### src/rtl/karatsuba8_dot.sv
// karatsuba8_dot: fixed-length dot-product controller wrapped around the
// 8-bit Karatsuba multiplier. Takes operand pairs over a valid/ready
// handshake and sends each pair to the multiplier over start/done. It adds
// up the N products and presents one sum per group on a valid/ready output.
module karatsuba8_dot #(
    parameter int unsigned N     = 4,
    parameter int unsigned ACC_W = 18
) (
    input  logic             clk,
    input  logic             rst,
    input  logic             in_valid,
    output logic             in_ready,
    input  logic [7:0]       in_x,
    input  logic [7:0]       in_y,
    output logic             mul_start,
    input  logic             mul_done,
    output logic [7:0]       mul_x,
    output logic [7:0]       mul_y,
    input  logic [15:0]      mul_r,
    output logic             out_valid,
    input  logic             out_ready,
    output logic [ACC_W-1:0] out_sum
);

    localparam int unsigned CNT_W = (N > 1) ? $clog2(N) : 1;

    localparam logic [1:0] S_IDLE  = 2'd0;
    localparam logic [1:0] S_START = 2'd1;
    localparam logic [1:0] S_WAIT  = 2'd2;
    localparam logic [1:0] S_OUT   = 2'd3;

    localparam logic [CNT_W-1:0] LAST = CNT_W'(N - 1);

    logic [1:0]       state;
    logic [1:0]       state_nx;
    logic [ACC_W-1:0] acc;
    logic [CNT_W-1:0] cnt;
    logic [ACC_W-1:0] prod_ext;
    logic [ACC_W-1:0] sum_nx;
    logic             accept;
    logic             take_done;
    logic             last_pair;

    assign prod_ext  = {{(ACC_W-16){1'b0}}, mul_r};
    assign sum_nx    = acc + prod_ext;
    assign accept    = (state == S_IDLE) && in_valid;
    assign take_done = (state == S_WAIT) && mul_done;
    assign last_pair = (cnt == LAST);

    // Handshake outputs are decoded from state only; in_ready is held low
    // while reset is asserted so the block never advertises space in reset.
    assign in_ready  = (state == S_IDLE) && rst;
    assign mul_start = (state == S_START);
    assign out_valid = (state == S_OUT);

    // Next-state selection.
    always_comb begin
        state_nx = state;
        case (state)
            S_IDLE:  if (in_valid)  state_nx = S_START;
            S_START:                state_nx = S_WAIT;
            S_WAIT:  if (mul_done)  state_nx = last_pair ? S_OUT : S_IDLE;
            S_OUT:   if (out_ready) state_nx = S_IDLE;
            default:                state_nx = S_IDLE;
        endcase
    end

    // State register.
    always_ff @(posedge clk or negedge rst) begin
        if (!rst) begin
            state <= S_IDLE;
        end else begin
            state <= state_nx;
        end
    end

    // Operand registers: loaded only on acceptance, so they stay stable
    // from the start pulse through the done cycle.
    always_ff @(posedge clk or negedge rst) begin
        if (!rst) begin
            mul_x <= '0;
            mul_y <= '0;
        end else if (accept) begin
            mul_x <= in_x;
            mul_y <= in_y;
        end
    end

    // Accumulator and pair counter; both clear when the group completes.
    always_ff @(posedge clk or negedge rst) begin
        if (!rst) begin
            acc <= '0;
            cnt <= '0;
        end else if (take_done) begin
            if (last_pair) begin
                acc <= '0;
                cnt <= '0;
            end else begin
                acc <= sum_nx;
                cnt <= cnt + 1'b1;
            end
        end
    end

    // Result register: written once per group and held through backpressure.
    always_ff @(posedge clk or negedge rst) begin
        if (!rst) begin
            out_sum <= '0;
        end else if (take_done && last_pair) begin
            out_sum <= sum_nx;
        end
    end

endmodule

### config.mk
export PLATFORM = sky130hd
export DESIGN_NAME = karatsuba8_dot
export DESIGN_NICKNAME = d
export VERILOG_FILES = /design/src/rtl/karatsuba8_dot.sv
export SDC_FILE = /design/constraint.sdc
export NUM_CORES = 1
export LEC_CHECK = 0
export CAP_MARGIN = 20
export CORE_MARGIN = 1
export CORE_UTILIZATION = 49
export DETAILED_ROUTE_END_ITERATION = 7
export PLACE_DENSITY = 0.77
export RECOVER_POWER = 25
export SYNTH_ARGS = -nofsm -noshare
export SYNTH_HDL_FRONTEND = slang
export SYNTH_SLANG_ARGS = --single-unit
### constraint.sdc
create_clock -name clk -period 2.5 [get_ports clk]
set_clock_uncertainty 0.15 [all_clocks]
set_input_delay 0.375 -clock clk [delete_from_list [all_inputs] [get_ports clk]]
set_output_delay 0.375 -clock clk [all_outputs]
set_load 0.05 [all_outputs]
* Yosys cells after proc, flatten, opt, wreduce, memory -nomap -nowiden *
Cells that the tools add are included.

word-level totals
  bits in registers = 56
  logic and storage cells = 28

cells by class
  add/sub/neg operators = 2
  equality and inequality tests = 7
  muxes and demuxes = 7
  reductions and logical operators = 6

operators by type and width
  kind                 count
  $add 18x16->18       1
  $mux 18              1
  $mux 2               5
  $pmux 2 s4           1
  $eq 2x2->1 const B   3
  $logic_and 1x1->1    4
  $ne 2x2->1 const B   2
  $reduce_and 3->1     1
  $add 2x1->2 const B  1
  $eq 2x1->1 const B   1
  $logic_not 2->1      1
  $ne 2x1->1 const B   1

* Logic depth before layout (Yosys ltp) *
  depth in word-level cells = 4
  mapped depth = 9
  mapped depth without buffers = 9

* Worst setup path after synthesis *
No wires, ideal clock.

  path kind = input -> register
  from = in mul_r[0]
  to = reg out_sum[16]
  arrival = 1.908 ns
  setup slack = 0.310 ns
  stages = 9
  buffers on the path = 0
  path through = ha_1 > inv_1 > fa_1 > nor2b_1 > o31a_1 > a31oi_2 > o31ai_2 > xnor2_1 > o21ai_1

on the way
  word-level cells in the longest chain between the ends = 1

RTL lines
  item                  RTL line  RTL
  start, declared       19        input logic [15:0] mul_r,
  $add 18x16->18        45        assign sum_nx = acc + prod_ext;
  end signal, assigned  110       out_sum <= sum_nx;
  end, declared         22        output logic [ACC_W-1:0] out_sum

Every way passes these cells.
A chain may end at the register's enable or synchronous reset.

* Worst setup path in the final report *
  from = reg state[1]
  to = out out_valid

on the way
  word-level cells in the longest chain between the ends = 1

RTL lines
  item                    RTL line  RTL
  start, declared         34        logic [1:0] state;
  start signal, assigned  73        state <= state_nx;
  $eq 2x2->1              54        assign out_valid = (state == S_OUT);
  end, declared           20        output logic out_valid,

Every way passes these cells.

==> results.cfg <==
[status]
outcome = completed

[routing]
detail_route.first_pass.iterations = 4
detail_route.vias_per_cell = 5.296
vias = 2526
post_drt_wl_per_cell_um = 14.57
ant_nets = 0
detailedRoute.firstIterationViolations = 147
drt_wl_total_um = 6951
drc_errors = 0

[clocking]
cts_root_buffer = sky130_fd_sc_hd__clkbuf_8
cts-hold-fix-buffers = 0
clock_tree_from_tritoncts = built
max-clock-path-buffers = 2
cts_num_sinks = 56
htree_num_levels = 2
clk_pin_slew_ns = 0.11
clk_latency_ns = 0.32
numCtsBuffers = 5

[synthesis]
synth_top_cells_by_count = sky130_fd_sc_hd__dfrtp_1 (56), sky130_fd_sc_hd__nand2_1 (50), sky130_fd_sc_hd__o21ai_0 (35)
yosys.area.top_type = sky130_fd_sc_hd__dfrtp_1
post-synth-top-count-cell = sky130_fd_sc_hd__dfrtp_1
synth_sequential_area_ratio_pct = 46.98
synth_async_sr_flop_share_pct = 100.0
synth.ff_latch_count = 56
netlist_instances = 297
synthesis.nets = 352
post_synthesis_instance_area_mm2 = 0.002983
synth_flop_cell = sky130_fd_sc_hd__dfrtp_1
synth.area.top_cells = sky130_fd_sc_hd__dfrtp_1 (47%), sky130_fd_sc_hd__ha_1 (7.1%), sky130_fd_sc_hd__mux2_2 (6.4%), sky130_fd_sc_hd__nand2_1 (6.3%), sky130_fd_sc_hd__o21ai_0 (5.9%)
post_synthesis_mean_instance_area_um2 = 10.04
synth-warning-count = 0
yosys.cell_types.count = 46
synth-edff-count = 0
synth.top_cell.area_share_pct = 46.98

[floorplan]
ioPinCount = 74
initial_utilization_pct = 50.68
placementRows = 28
die-width_um = 80.02
design.die.area_mm2 = 0.006403
floorplan.core_area_mm2 = 0.005886
die_height_um = 80.02

[place]
dpl_cell_area_mm2 = 0.004018
io_buffer_count = 73
finalWeightedCongestion = 0.9061
detailedPlace.worstSlack_ns = -0.3226
hpwl_um = 5129

[worst_setup_path]
crit_path_max_incr_delay_ns = 0.82
reg2reg_depth = 9
crit_path_end_kind = output port
worst-endpoint-required_ns = 1.98
critical_path_arrival_ns = 1.90
worst-r2r-setup-slack_ns = 0.25
critical_path_peak_fanout = 7
critical_path.startpoint = state[1]
worstSetupStartpointType = flop
cp_cell_sequence = and2_1, clkdlybuf4s50_1
critPathSlowestCell = sky130_fd_sc_hd__clkdlybuf4s50_1
crit_type = flop to output port
reg2reg_from = acc[0]
critical_path.reg2reg.endpoint = out_sum[16]

[power_and_ir_drop]
ir_drop_worst_case_vdd_uv = 855.6
power.leakage_uw = 0.001868
post-layout-total-power_uw = 5926
cellPowerDensity_mw_per_mm2 = 1430

[grt]
grt_antenna_before_repair = 0
grt-ovfl-total = 0
global_route_wire_length_before_repair_um = 11140
grt_pass1_vias = 2446
grt_max_degree = 57
grt_util_overall_pct = 22.56

[timing]
worst-slew-pin-transition_ns = 1.377
timing.fmax_mhz = 413.2
finalSetupViolations = 0
finalHoldViolCount = 0
final.period_utilization_pct = 96.81
slew_viol_final = 0
rsz0062_at_grt = false
layout_setup_ws_ns = 0.07979
final_period_demand_of_the_worst_path_ns = 2.420
slew_headroom_pct = 8.210

[finish]
fin_util_pct = 70.41
layout-area-overhead-vs-synth_pct = 38.93
finalInstanceArea_mm2 = 0.004144
finalNetCount = 456
fraction_of_final_layout_cells_with_drive_strength_greater_than_1_pct = 17.41
insertedDiodeCount = 0

[flow_run]
timing.max_cap.violations = 0

[hold_path]
hold_class = primary input to asynchronous set/reset pin
-- where the power goes --
part           total (µW)  switching, µW  internal, µW
Clock                 518            316           202
Sequential           1610            272          1340
Combinational        3800           2230          1560
-- per-layer routing --
| metal | up-vias | GRT usage (%) | share of wire [%] |
|---|---|---|---|
| li1 | 1255 | - | - |
| met1 | 1214 | 29.61 | 46 |
| met2 | 49 | 38.03 | 49 |
| met3 | 8 | 3.200 | 3.0 |
| met4 | 0 | 7.679 | 1.3 |
| met5 | - | 0 | 0 |
-- worst max-delay path: cells and delay by family, from the launching register on --
| family | cells | cell delay, ns |
|---|---|---|
| DFF | 1 | 0.53 |
| buffers and inverters | 1 | 0.82 |
| and+or+nand+nor | 1 | 0.22 |
-- logic make-up after synthesis --
group	after synthesis	synth area share [%]
buffers and inverters	17	2.307
AND/OR/NAND/NOR	90	14.93
XOR/XNOR	12	3.523
multiplexers	19	7.089
adder cells (fa/ha/maj)	18	7.802
AO/OA/AOI/OAI	85	17.37
flip-flops	56	46.98
-- placed cells by master, fill, tap and decap left out, types with 5 or more instances in the layout --
cell and instances:
sky130_fd_sc_hd__a21o_1 5, sky130_fd_sc_hd__a21oi_1 18, sky130_fd_sc_hd__buf_4 35, sky130_fd_sc_hd__clkbuf_8 5, sky130_fd_sc_hd__clkdlybuf4s50_1 71, sky130_fd_sc_hd__dfrtp_1 56, sky130_fd_sc_hd__ha_1 17, sky130_fd_sc_hd__inv_1 5
sky130_fd_sc_hd__mux2_2 17, sky130_fd_sc_hd__nand2_1 50, sky130_fd_sc_hd__nand2b_1 6, sky130_fd_sc_hd__nor2_1 8, sky130_fd_sc_hd__o21ai_0 33, sky130_fd_sc_hd__xnor2_1 6, sky130_fd_sc_hd__xor2_1 6
-- area by class of cell --
class	count	area [µm²]
Clock inverter	3	22.52
Clock buffer	5	68.82
Fill cell	456	1742
Sequential cell	56	1401
Timing Repair Buffer	109	1002
Multi-Input combinational cell	224	1536
Inverter	5	18.77
Tap cell	75	93.84
-- sequential cells by signal, indices dropped and copies added, names as in the netlist --
register and count:
cnt 2, out_sum 18, acc 18, mul_y 8, state 2, mul_x 8
-- worst max-delay path by stage --
stage	endpoint	slack, ns	depth (start not counted)
after floorplan	out_sum[16]	0.31	9
after global placement	out_sum[16]	-0.30	10
after detailed placement	out_sum[16]	-0.32	10
after CTS	out_sum[16]	0.03	10
after global routing	out_sum[16]	0.003	10
final	out_valid	0.08	2
-- per-stage QoR --
stage	hold WS, ns	setup TNS (ns)	instances
final	0.3174	0	477
after detailed placement	0.3198	-3.018	467
after global placement	0.3139	-2.350	467
after floorplan	-0.07059	0	297
after CTS	0.07537	0	475
after global routing	0.3617	0	477
-- timing repair --
action,4_1_cts,5_1_grt
endpoints found under the setup margin,0,6
setup buffers,0,2
resized for setup,0,6
No activity file was read; power rests on OpenSTA's default activity.
